==> src/rtl/vram_hdma.sv <==
// vram_hdma: MMIO-programmed block copier into VRAM. Runs either one stalled
// general-purpose burst or one block per PPU HBlank, owning the buses while a block runs.
module vram_hdma #(
  parameter logic [15:0] BASE_ADDR   = 16'hFF51,
  parameter int          BLOCK_BYTES = 16,
  parameter int          LEN_BITS    = 7
) (
  input  logic        clk,
  input  logic        rst,
  input  logic [1:0]  ct,
  input  logic [15:0] mmio_a,
  input  logic [7:0]  mmio_din,
  output logic [7:0]  mmio_dout,
  input  logic        mmio_rd,
  input  logic        mmio_wr,
  input  logic        hblank_start,
  input  logic        lcd_on,
  output logic [15:0] dma_a,
  input  logic [7:0]  dma_din,
  output logic [7:0]  dma_dout,
  output logic        dma_rd,
  output logic        dma_wr,
  output logic        dma_occupy_extbus,
  output logic        dma_occupy_vidbus,
  output logic        cpu_stall,
  output logic        busy
);
  localparam int         AW      = $clog2(BLOCK_BYTES);
  localparam logic [7:0] LO_MASK = 8'(~((1 << AW) - 1));

  typedef enum logic [1:0] {IDLE, ARMED_HB, BLOCK, STOP} state_t;

  state_t              state, state_nx;
  logic [15:0]         src;
  logic [12:0]         dst;
  logic [LEN_BITS-1:0] remaining;
  logic [AW-1:0]       byte_cnt;
  logic [7:0]          data_q;
  logic                hb_mode;
  logic                cancel_q;

  logic [15:0] reg_off;
  logic        reg_hit, wr_en, ctrl_wr, cancel_wr, hb_cancel_now, blk_last;
  logic [2:0]  reg_idx;
  state_t      start_st;

  assign reg_off = mmio_a - BASE_ADDR;
  assign reg_hit = reg_off < 16'd5;
  assign reg_idx = reg_off[2:0];
  assign wr_en   = mmio_wr && reg_hit;
  assign ctrl_wr = wr_en && (reg_idx == 3'd4);
  assign cancel_wr     = ctrl_wr && !mmio_din[7];
  assign hb_cancel_now = cancel_wr && hb_mode && (state == BLOCK);
  assign blk_last      = (state == BLOCK) && (ct == 2'd3) && (&byte_cnt);

  // STOP parks a triggered transfer until the next M-cycle boundary, so a
  // block always begins on ct=0; a trigger seen on ct=3 skips the wait.
  assign start_st = (ct == 2'd3) ? BLOCK : STOP;

  always_ff @(posedge clk or posedge rst)
    if (rst) state <= IDLE;
    else     state <= state_nx;

  always_comb begin
    state_nx = state;
    case (state)
      IDLE:
        if (ctrl_wr) begin
          if (!mmio_din[7] || !lcd_on) state_nx = start_st;
          else                         state_nx = ARMED_HB;
        end
      ARMED_HB:
        if (cancel_wr)                      state_nx = IDLE;
        else if (hblank_start && lcd_on)    state_nx = start_st;
      STOP:
        if (hb_mode && cancel_wr)           state_nx = IDLE;
        else if (ct == 2'd3)                state_nx = BLOCK;
      BLOCK:
        if (blk_last) begin
          if (remaining == '0 || cancel_q || hb_cancel_now) state_nx = IDLE;
          else if (hb_mode)                                 state_nx = ARMED_HB;
          else                                              state_nx = BLOCK;
        end
      default: state_nx = IDLE;
    endcase
  end

  always_ff @(posedge clk or posedge rst)
    if (rst) begin
      src       <= '0;
      dst       <= '0;
      remaining <= '1;
      byte_cnt  <= '0;
      data_q    <= '0;
      hb_mode   <= 1'b0;
      cancel_q  <= 1'b0;
    end else begin
      // Address/length registers only take writes while fully idle.
      if (state == IDLE && wr_en)
        case (reg_idx)
          3'd0: src[15:8] <= mmio_din;
          3'd1: src[7:0]  <= mmio_din & LO_MASK;
          3'd2: dst[12:8] <= mmio_din[4:0];
          3'd3: dst[7:0]  <= mmio_din & LO_MASK;
          3'd4: begin
            remaining <= mmio_din[LEN_BITS-1:0];
            hb_mode   <= mmio_din[7];
            cancel_q  <= 1'b0;
          end
          default: ;
        endcase
      if (hb_cancel_now) cancel_q <= 1'b1;
      if (state == BLOCK) begin
        if (ct == 2'd1) data_q <= dma_din;
        if (ct == 2'd3) begin
          src      <= src + 16'd1;
          dst      <= dst + 13'd1;
          byte_cnt <= byte_cnt + 1'b1;
          if (&byte_cnt) remaining <= remaining - 1'b1;
        end
      end
    end

  // Bus strobes follow ct directly: read slot on ct 0-1, write slot on ct 2.
  always_comb begin
    dma_a    = '0;
    dma_rd   = 1'b0;
    dma_wr   = 1'b0;
    dma_dout = data_q;
    if (state == BLOCK) begin
      if (ct == 2'd0 || ct == 2'd1) begin
        dma_a  = src;
        dma_rd = 1'b1;
      end else if (ct == 2'd2) begin
        dma_a  = {3'b100, dst};
        dma_wr = 1'b1;
      end
    end
    dma_occupy_extbus = (state == BLOCK);
    dma_occupy_vidbus = (state == BLOCK);
    cpu_stall         = (state == BLOCK);
    busy              = (state != IDLE);
  end

  logic [6:0] ctrl_low;
  always_comb begin
    ctrl_low                 = '1;
    ctrl_low[LEN_BITS-1:0]   = remaining;
    mmio_dout                = 8'hFF;
    if (mmio_rd && reg_hit && reg_idx == 3'd4)
      mmio_dout = {state == IDLE, ctrl_low};
  end

endmodule

==> config.mk <==
export PLATFORM = sky130hd
export DESIGN_NAME = vram_hdma
export DESIGN_NICKNAME = d
export VERILOG_FILES = /design/src/rtl/vram_hdma.sv
export SDC_FILE = /design/constraint.sdc
export NUM_CORES = 1
export LEC_CHECK = 0
export ABC_CLOCK_PERIOD_IN_PS = 4800
export CAP_MARGIN = 40
export CORE_ASPECT_RATIO = 1.2
export CORE_MARGIN = 8
export CORE_UTILIZATION = 30
export DETAILED_ROUTE_END_ITERATION = 8
export GPL_ROUTABILITY_DRIVEN = 0
export SYNTH_ARGS = -nofsm -noshare
export SYNTH_HDL_FRONTEND = slang
export SYNTH_SLANG_ARGS = --single-unit
export TNS_END_PERCENT = 30
==> constraint.sdc <==
create_clock -name clk -period 4.8 [get_ports clk]
set_input_delay 0.72 -clock clk [delete_from_list [all_inputs] [get_ports clk]]
set_output_delay 0.72 -clock clk [all_outputs]
set_load 0.005 [all_outputs]
=== Word level (Yosys, flattened, before mapping) ===
Index checks and enable logic that the tools add are counted.

* Bits in latches: 0
* Bits in writable memories: 0
* Memories: 0
* Register bits: 52
* Memory bits (read-only): 0

* Multipliers: 0
* Equal/unequal tests: 14
* Reductions and logical operators: 30
* Div/mod/pow operators: 0
* Shifts and indexed selects: 0
* Multiplexer cells: 38
* Bitwise operators: 0
* Magnitude comparators: 1
* Add/sub/neg operators: 5

{| class="wikitable"
|+ Operators with widths
! cell !! count
|-
| 16-bit two-way mux || 6
|-
| 13-bit two-way mux || 3
|-
| 7-bit two-way mux || 5
|-
| 8-bit two-way mux || 4
|-
| 2-bit two-way mux || 9
|-
| 16-bit by 1-bit adder with 16-bit output (second input constant) || 1
|-
| 16-bit by 3-bit less-than comparator with 1-bit output (second input constant) || 1
|-
| 16-bit subtractor (second input constant) || 1
|-
| 13-bit by 1-bit adder with 13-bit output (second input constant) || 1
|-
| 1-bit logical AND || 11
|-
| 1-bit two-way mux || 9
|-
| 2-bit equality test (second input constant) || 4
|-
| 2-bit case mux with 4 select lines || 1
|-
| 2-bit AND reduction || 4
|-
| 4-bit AND reduction || 2
|-
| 7-bit logical NOT || 1
|-
| 7-bit by 1-bit subtractor with 7-bit output (second input constant) || 1
|-
| 3-bit by 2-bit equality test with 1-bit output (second input constant) || 2
|-
| 3-bit != test (second input constant) || 2
|-
| 2-bit nonzero test || 3
|-
| 5-bit two-way mux || 1
|-
| 4-bit by 1-bit adder with 4-bit output (second input constant) || 1
|-
| 2-bit by 1-bit equality test with 1-bit output (second input constant) || 2
|-
| 2-bit logical NOT || 2
|-
| other kinds (7) || 11
|}

=== Longest topological paths before layout ===
Gate-level depths: netlist of the first run.

* Depth in word-level cells: 11
* Depth in mapped cells: 10
* Mapped depth without buffers: 8

=== Least setup slack after synthesis of the first run ===
Ideal clock, no wire load.

* Kind: input-to-output
* Start point: input mmio_a[0]
* End point: output mmio_dout[0]
* Stages on the path: 8
* Setup slack: 1.971 ns
* Path buffers: 3
* Data arrival time: 2.109 ns
* Cell sequence: clkbuf_2 -> nor2_1 -> ha_1 -> a211oi_1 -> o211a_1 -> buf_2 -> buf_2 -> nand4_1

* Word-level cells in the longest chain between the ends: 5
* Elaborated cells between the ends (all ways): 6

{| class="wikitable"
|+ Ends and longest elaborated chain
! what !! line !! source
|-
| start, declared || 11 || <nowiki>input logic [15:0] mmio_a,</nowiki>
|-
| 16-bit subtractor * || 47 || <nowiki>assign reg_off = mmio_a - BASE_ADDR;</nowiki>
|-
| 16-bit by 3-bit less-than comparator with 1-bit output || 48 || <nowiki>assign reg_hit = reg_off < 16'd5;</nowiki>
|-
| 1-bit logical AND || 150 || <nowiki>if (mmio_rd && reg_hit && reg_idx == 3'd4)</nowiki>
|-
| 1-bit logical AND * || 150 ||
|-
| 8-bit two-way mux * || 150 ||
|-
| end, declared || 13 || <nowiki>output logic [7:0] mmio_dout,</nowiki>
|}

Every way passes the cells marked *; elsewhere a longest branch is shown, timed or not.

=== Worst setup path in the final report of the first run ===
* Start point: input mmio_a[1]
* End point: output mmio_dout[1]

Same word-level chain as after synthesis.

==> summary.md, run 1 <==
| Metric | Value |
|---|---|
| Total Neg Setup Slack | 0 ns |
| Post-CTS Resized | 0 |
| Share of post-route cells with drive strength above 1 | 9.17% |
| Die Ht | 135 µm |
| Synth Instances | 395 |
| Final Worst Setup Slack | 0.873 ns |
| Synthesis warning total | 0 |
| Number of buffers and inverters on the critical path | 2 |
| Num rows | 43 |
| Final setup violation count | 0 |
| EDFF count, synth | 0 |
| Total Routed Length | 10100 µm |
| Die width | 115 µm |
| CP max FO | 18 |
| Layout area overhead | 29.7% |
| Core area | 0.0115 mm² |
| Crit share post-route | 81.8% |
| Setup WS pre-CTS | 0.866 ns |
| Top Metal Used | met4 |
| Pleak | 0.00194 µW |
| CP top delay family | buffers and inverters |
| Max H-tree Level | 2 |
| DR WL met2 | 5020 µm |
| Grt total ovfl | 0 |
| Commonest cells after routing, fill and taps aside | clkdlybuf4s50_1 (77), dfrtp_1 (45), nand2_1 (42) |
| Final ANT Viol Nets | 0 |
| Remaining DRCs | 0 |
| Actual slew at the worst max-slew pin | 0.714 ns |
| Hold path cells | 1 |
| Worst Hold Class | flip-flop to flip-flop |
| Die area | 0.0155 mm² |
| FMAX | 255 MHz |
| Clock sink count | 52 |
| Sequential share of power | 42.4% |
| CTS tree | done |
| Setup Buffers After CTS | 0 |
| DP HPWL | 7580 µm |
| Vias in the first global route | 3364 |
| Critical path required time | 4.08 ns |
| Hold Fails Final Rpt | 0 |
| Slew margin rel. | 52.1% |
| Met3 WL | 548 µm |
| Clk_lat worst skew | 0.30 ns |
| Commonest non-fill, non-tap cell in the layout | clkdlybuf4s50_1 |
| GR Util All Layers | 13.5% |
| Post-synth net total | 441 |
| 1st-pass router iterations | 4 |
| Clock root buffer | clkbuf_16 |
| Cell count after placement | 607 |
| Clock power share | 30.0% |
| Internal power | 1030 µW |
| CP Cell Sequence | clkdlybuf4s50_1, nor2_1, ha_1, a211oi_1, o211a_1, nand4_1, clkdlybuf4s50_1 |
| Global-route wire length before repair | 17000 µm |
| Commonest register cell after synthesis | dfrtp_1 |
| Deepest clock path buffer count | 2 |
| I/O Pins | 78 |
| Synth cell types | 61 |
| R2R cell count | 6 |
| Vias | 3276 |
| Hold_buf cts | 0 |
| Initial DRC count | 121 |
| RSZ-0062 raised after global routing | no |
| Worst Path Arrival | 3.21 ns |
| Combinational share of power | 27.6% |
| Post-route minimum period | 3.93 ns |
| Sequential cell area fraction in the yosys report | 37.2% |
| Slowest CP cell | clkdlybuf4s50_1 |
| Clk pin slew, worst setup/hold paths | 0.07 ns |
| Largest net degree at the start of global routing | 53 |
| Clock skew | 0.00663 ns |
| Per-cell routed wire length | 16.4 µm |
| MaxCap Viol Count | 0 |
| TritonCTS Buffers | 5 |
| FF+latch count, synth | 52 |
| Worst VDD drop | 144 µV |
| Sw Pwr | 430 µW |
| Post-synth ARST share | 100% |
| Critical path type | input port to output port |
| CP Launch Type | input port |
| Critical Path Max Stage Delay | 0.58 ns |
| Net Sw Frac | 29.5% |
| Netlist Area Pre-Place | 0.00352 mm² |
| Endpoint kind of the worst setup timing path | output port |
| Nets | 503 |
| Status | finished, final reports clean |
| Critical path depth | 7 |
| Initial antenna violation count | 0 |
| Met1 WL | 4330 µm |
| Power Density | 319 mW/mm² |
| Syn avg cell area | 8.91 µm² |
| Critical path's most frequent cell | clkdlybuf4s50_1 |
| Initial core utilization | 30.6% |
| I/O Buffers | 77 |
| Final non-filler cell total | 615 |
| Via density | 5.33 |
| Antenna diodes | 0 |
| Fin. max-slew vios | 0 |
-- cell families (layout without fill, tap and decap cells) --
kind of cell             Yosys count  in the layout  share of synthesized area [%]
AO/OA/AOI/OAI                    100            100                           21.1
XOR/XNOR                           4              4                          0.996
adder cells (fa/ha/maj)            6              6                           2.13
buffers and inverters             35             98                           4.76
flip-flops                        52             52                           37.2
multiplexers                      20             20                           6.01
AND/OR/NAND/NOR                  178            178                           27.8
-- path summary, 6_finish.rpt --
| kind | endpoint | slack, ns | startpoint |
|---|---|---|---|
| max | mmio_dout[1] | 0.87 | mmio_a[1] |
| min | cancel_q | 0.49 | cancel_q |
| max reg2reg | src[11] | 2.39 | state[0] |
| min reg2reg | cancel_q | 0.49 | cancel_q |
| max in group asynchronous | dst[11] | 3.42 | rst |
| min in group asynchronous | dma_dout[4] | 0.92 | rst |
-- synthesized netlist by cell type (6+ instances only) --
cell       n  share of area (%)
inv_1      9               0.96
a21oi_1   18                2.6
dfrtp_1   45                 32
ha_1       6                2.1
nor2_1    31                3.3
nand3b_1   7                1.5
dfstp_2    7                5.2
nor3b_1   14                3.0
clkbuf_1  16                1.7
a22o_1    13                3.2
and2_1     9                1.6
nand4_1   19                3.4
mux2i_1   11                3.1
nand2_1   42                4.5
o21ai_0   16                2.3
mux2_2     9                2.9
nor3_1     7                1.0
nand3_1   20                2.8
-- flip-flops by register name, indices dropped and copies added (netlist names) --
signal and count:
cancel_q 1, ctrl_low 7, src 16, byte_cnt 4
hb_mode 1, dst 13, state 2, dma_dout 8
-- per-stage QoR --
step	area, µm²	hold slack, ns	utilization [%]	total power [µW]
floorplan	3520	0.437	-	829
global placement	4380	0.460	38.1	1020
CTS	4560	0.482	39.6	1470
global route	4560	0.513	39.6	1540
finish	4560	0.485	39.6	1460
detailed placement	4380	0.471	38.1	1030
-- cell type report --
type,count,area [µm²]
clock inverter,1,30.0
fill,1171,6950
multi-input combinational,308,2040
sequential,52,1310
timing repair buffer,81,801
tap,157,196
clock buffer,7,153
inverter,9,33.8
-- layer usage --
layer  global-route usage [%]  vias to the layer above
met3                     2.68                        8
li1                         -                     1599
met5                        0                        -
met2                     23.4                       80
met1                     16.1                     1589
met4                     4.54                        0
-- power by group through the flow --
stage                     registers (µW)  logic [µW]  clock network, µW
final                                617         402                438
after global routing                 634         441                464
after CTS                            615         408                451
after detailed placement             624         406                  0
after global placement               618         401                  0
after floorplan                      584         246                  0
Power figures use the tool's default switching activity.
==> run 2, diff against run 1 <==
ABC_CLOCK_PERIOD_IN_PS = 3150   (was 4800)
clock period = 3.15 ns   (was 4.8 ns; I/O delays follow)
==> summary.md, run 2 (synthesis results as in run 1) <==
| Metric | Value |
|---|---|
| Worst Path Arrival | 2.57 ns (-0.64 ns) |
| Remaining DRCs | 0 (unchanged) |
| FMAX | 329 MHz |
| Nets | 524 (+4.2%) |
| TritonCTS Buffers | 5 (unchanged) |
| Grt total ovfl | 0 (unchanged) |
| R2r setup slk | 1.02 ns (-1.37 ns) |
| Worst reg2reg path startpoint | state[0] |
| Fillers | 1172 (+0.085%) |
| Worst Hold Class | flip-flop to flip-flop |
| Final setup violation count | 0 (unchanged) |
| Largest Register | src |
| RSZ-0062 raised after global routing | yes |
| I/O Pins | 78 (unchanged) |
| Critical Path Sink | mmio_dout[4] |
| R2R cell count | 7 (+1) |
| Slew margin rel. | 54.3% (+2.2 points) |
| GR Util All Layers | 13.1% (-0.43 points) |
| Initial DRC count | 149 (+23%) |
| Fin. max-slew vios | 0 (unchanged) |
| Hold_buf cts | 0 (unchanged) |
| Die area | 0.0155 mm² (unchanged) |
| MaxCap Viol Count | 0 (unchanged) |
| Final ANT Viol Nets | 0 (unchanged) |
| 1st-pass router iterations | 4 (unchanged) |
| R2r endpoint | dst[10] |
| Initial core utilization | 30.6% (unchanged) |
| Num rows | 43 (unchanged) |
| Commonest non-fill, non-tap cell in the layout | clkdlybuf4s50_1 |
| Clk_lat worst skew | 0.29 ns (about the same) |
| Status | finished, final reports clean |
| Largest net degree at the start of global routing | 53 (unchanged) |
| Per-cell routed wire length | 16.1 µm (-1.8%) |
| CP Launch Type | input port |
| Clock skew | 0.00827 ns (+0.00164 ns) |
| Hold Fails Final Rpt | 0 (unchanged) |
| Power Density | 474 mW/mm² (+49%) |
| Layout area overhead | 35.1% |
| Total Neg Setup Slack | 0 ns (unchanged) |
| Total Routed Length | 10200 µm (+1.6%) |
| Worst VDD drop | 217 µV (+51%) |
| I/O Buffers | 77 (unchanged) |
| Crit path from | mmio_a[1] |
| Clk pin slew, worst setup/hold paths | 0.07 ns (about the same) |
| Initial antenna violation count | 0 (unchanged) |
| Clock root buffer | clkbuf_16 |
| Antenna diodes | 0 (unchanged) |
| CP max FO | 5 (-13) |
| Clock sink count | 52 (unchanged) |
| Vias in the first global route | 3352 (-0.36%) |
| Actual slew at the worst max-slew pin | 0.686 ns (-0.0287 ns) |
| Deepest clock path buffer count | 2 (unchanged) |
| Max reg flops | 16 (unchanged) |
| Share of post-route cells with drive strength above 1 | 13.6% (+4.4 points) |
| DP HPWL | 7800 µm (+2.9%) |
| Pleak | 0.00204 µW (+5.2%) |
| Max H-tree Level | 2 (unchanged) |
| Crit share post-route | 96.6% |
| Die Ht | 135 µm (unchanged) |
| Commonest cells after routing, fill and taps aside | clkdlybuf4s50_1 (77), dfrtp_1 (45), nand2_1 (42) |
| Via density | 5.23 (-1.9%) |
| Post-layout util | 41.3% (+1.6 points) |
| Post-route minimum period | 3.04 ns |
| Vias | 3324 (+1.5%) |
| Critical path type | input port to output port |
| Global-route wire length before repair | 16500 µm (-2.8%) |
| Critical path required time | 2.68 ns (-1.40 ns) |
| Die width | 115 µm (unchanged) |
| Core area | 0.0115 mm² (unchanged) |
| CTS tree | done |
| Endpoint kind of the worst setup timing path | output port |
-- run 2: cell count changes in the layout (fill, tap and decap cells not counted), sizes merged --
cell,delta
buf,+19
nand3b,+1
o211a,+1
-- run 2: metrics by stage --
stage	area (µm²)	worst slack (ns)	instances	total power, µW	hold WS (ns)
2_1_floorplan	3520	0.770	395	1260	0.437
3_3_place_gp	4520	0.136	624	1590	0.460
3_5_place_dp	4520	0.0216	624	1610	0.469
4_1_cts	4700	0.000190	632	2280	0.485
5_1_grt	4750	-0.0245	636	2390	0.500
6_report	4750	0.107	636	2250	0.482
-- run 2: area by class of cell --
class                      instances  area [µm²]  share of cell area (%)
timing repair buffer             100         956                    20.1
clock buffer                       7         153                    3.21
inverter                           9        33.8                   0.711
clock inverter                     1        30.0                   0.632
multi-input combinational        310        2070                    43.6
tap                              157         196                    4.13
sequential                        52        1310                    27.6
-- run 2: worst min path at each step --
stage	cells after the start	to	slack, ns	startpoint
5_1_grt	1	cancel_q	0.50	cancel_q
6_report	1	cancel_q	0.48	cancel_q
4_1_cts	1	cancel_q	0.49	cancel_q
2_1_floorplan	1	dst[12]	0.44	dst[12]
3_3_place_gp	1	dst[12]	0.46	dst[12]
3_5_place_dp	1	cancel_q	0.47	cancel_q
-- run 2: per-layer routing --
metal	GRT usage (%)	wire length (µm)
met4	3.58	75
met2	23.2	5210
met3	2.95	550
met1	15.2	4380
met5	0	0
-- run 2: report_power, final --
part           total, µW  internal (µW)  switching [µW]
registers            904            791             113
clock network        660            419             241
logic                690            388             302
total               2250           1600             656
-- run 2: critical path, cell delays in order --
cell             delay, ns
clkdlybuf4s50_1       0.54
nor2_1                0.08
ha_1                  0.35
nand3b_1              0.22
nor3b_1               0.28
nand4_1               0.14
clkdlybuf4s50_1       0.48
-- run 2: what timing repair did --
action / CTS / global route
resized for setup: 0 / 4
setup buffers: 0 / 2
setup endpoints to repair: 0 / 8
==> run 3, diff against run 2 <==
CTS_BUF_LIST = sky130_fd_sc_hd__clkbuf_8   (was unset)
==> summary.md, run 3 (synthesis results as in run 1) <==
| Metric | Value |
|---|---|
| I/O Buffers | 77 (unchanged) |
| Hold path start | cancel_q |
| Grt total ovfl | 0 (unchanged) |
| Clock skew | 0.0105 ns (+0.00225 ns) |
| Crit path from | mmio_a[1] |
| Initial DRC count | 137 (-8.1%) |
| CTS tree | done |
| Crit share post-route | 96.5% (-0.13 points) |
| Clock power share | 24.3% (-5.0 points) |
| Worst Path Arrival | 2.57 ns (about the same) |
| MaxCap Viol Count | 0 (unchanged) |
| Max H-tree Level | 2 (unchanged) |
| Largest Register | src |
| Worst VDD drop | 194 µV (-11%) |
| Status | finished, final reports clean |
| CP max FO | 5 (unchanged) |
| Die width | 115 µm (unchanged) |
| Hold_buf cts | 0 (unchanged) |
| 1st-pass router iterations | 4 (unchanged) |
| CP Cell Sequence | clkdlybuf4s50_1, nor2_1, ha_1, nand3b_1, nor3b_1, nand4_1, clkdlybuf4s50_1 |
| Total Routed Length | 10300 µm (+0.44%) |
| Critical path type | input port to output port |
| R2r endpoint | dst[10] |
| Actual slew at the worst max-slew pin | 0.670 ns (-0.0152 ns) |
| Endpoint kind of the worst setup timing path | output port |
| Critical path required time | 2.68 ns (about the same) |
| Core area | 0.0115 mm² (unchanged) |
| Final setup violation count | 0 (unchanged) |
| Clock sink count | 52 (unchanged) |
| Design Area, Final | 0.00470 mm² (-1.2%) |
| Post-layout util | 40.8% (-0.49 points) |
| Die Ht | 135 µm (unchanged) |
| Global-route wire length before repair | 16500 µm (about the same) |
| Clk pin slew, worst setup/hold paths | 0.10 ns (+0.03 ns) |
| Post-route minimum period | 3.04 ns (-0.00425 ns) |
| Antenna diodes | 0 (unchanged) |
| Worst Hold Class | flip-flop to flip-flop |
| Vias | 3323 (-0.030%) |
| Clock root buffer | clkbuf_8 |
| Slew margin rel. | 55.3% (+1.0 points) |
| Hold Slack | 0.489 ns (+0.00726 ns) |
| Critical path depth | 7 (unchanged) |
| Initial core utilization | 30.6% (unchanged) |
| Net Sw Frac | 30.6% (+1.5 points) |
| Hold Fails Final Rpt | 0 (unchanged) |
| RSZ-0062 raised after global routing | yes |
| Nets | 524 (unchanged) |
| Placed inst area | 0.00452 mm² (unchanged) |
| TritonCTS Buffers | 5 (unchanged) |
| Commonest non-fill, non-tap cell in the layout | clkdlybuf4s50_1 |
| Commonest cells after routing, fill and taps aside | clkdlybuf4s50_1 (77), dfrtp_1 (45), nand2_1 (42) |
| Fin. max-slew vios | 0 (unchanged) |
| FMAX | 329 MHz (+0.14%) |
| Layout area overhead | 33.5% |
| GR Util All Layers | 13.1% (+0.094 points) |
| Num rows | 43 (unchanged) |
| Slowest CP cell | clkdlybuf4s50_1 |
| R2R cell count | 7 (unchanged) |
| Combinational share of power | 32.8% (+2.2 points) |
| I/O Pins | 78 (unchanged) |
| Share of post-route cells with drive strength above 1 | 13.6% (unchanged) |
| Number of buffers and inverters on the critical path | 2 (unchanged) |
| Max reg flops | 16 (unchanged) |
| Sequential share of power | 42.9% (+2.8 points) |
| Via density | 5.22 (about the same) |
| CP Launch Type | input port |
| Initial antenna violation count | 0 (unchanged) |
| DP HPWL | 7800 µm (unchanged) |
| Clk_lat worst skew | 0.31 ns (+0.02 ns) |
| Critical Path Max Stage Delay | 0.54 ns (about the same) |
| Deepest clock path buffer count | 2 (unchanged) |
| Power Density | 447 mW/mm² (-5.7%) |
| Critical path's most frequent cell | clkdlybuf4s50_1 |
| Worst reg2reg path startpoint | state[0] |
| Largest net degree at the start of global routing | 53 (unchanged) |
| Critical Path Sink | mmio_dout[4] |
| CP top delay family | buffers and inverters |
| Total Neg Setup Slack | 0 ns (unchanged) |
| Remaining DRCs | 0 (unchanged) |
| Sw Pwr | 642 µW (-2.1%) |
| Final ANT Viol Nets | 0 (unchanged) |
| Per-cell routed wire length | 16.1 µm (+0.44%) |
| Pleak | 0.00202 µW (-1.3%) |
| Internal power | 1460 µW (-8.7%) |
| Vias in the first global route | 3329 (-0.69%) |
| R2r setup slk | 1.01 ns (about the same) |
| Die area | 0.0155 mm² (unchanged) |
## run 3: cell types whose count changed in the layout (fill, tap and decap cells not counted)
cell	delta
clkbuf_8	+5
clkbuf_16	-5
## run 3: worst min path at each step
stage,endpoint,slack (ns),cells after the start
floorplan,dst[12],0.44,1
global placement,dst[12],0.46,1
detailed placement,cancel_q,0.47,1
CTS,cancel_q,0.49,1
global route,cancel_q,0.51,1
finish,cancel_q,0.49,1
## run 3: metrics by stage
stage,setup slack (ns),power (µW),cells
4_1_cts,0.000190,2120,632
5_1_grt,-0.0245,2240,636
6_report,0.112,2100,636
3_5_place_dp,0.0216,1610,624
3_3_place_gp,0.136,1590,624
2_1_floorplan,0.770,1260,395
## run 3: repair_timing
| action | in CTS | in global routing |
|---|---|---|
| gates resized for setup | 0 | 4 |
| setup buffers | 0 | 2 |
| endpoints found under the setup margin | 0 | 8 |
## run 3: layer usage
layer	vias to the layer above	wire, µm	GRT usage [%]
li1	1642	-	-
met1	1598	4330	15.3
met2	81	5240	23.4
met3	2	630	2.86
met4	0	67	4.02
met5	-	0	0
## run 3: cell type report
| type | count | area [µm²] |
|---|---|---|
| clock buffers | 7 | 96.3 |
| fillers | 1181 | 6820 |
| well taps | 157 | 196 |
| flip-flops and latches | 52 | 1310 |
| clock inverters | 1 | 30.0 |
| multi-input cells | 310 | 2070 |
| inverters | 9 | 33.8 |
| repair buffers | 100 | 956 |
## run 3: power by group through the flow
stage	clock network [µW]	registers (µW)	logic, µW
2_1_floorplan	0	889	374
3_3_place_gp	0	909	682
3_5_place_dp	0	917	693
4_1_cts	524	904	695
5_1_grt	546	930	762
6_report	510	902	689
## run 3: worst reg2reg max path, delay by kind of cell (launching register included)
kind / cells / cell delay [ns]
AOI/OAI and AO/OA: 1 / 0.09
buffers and inverters: 1 / 0.18
DFF: 1 / 0.39
muxes: 1 / 0.14
and+or+nand+nor: 4 / 1.25
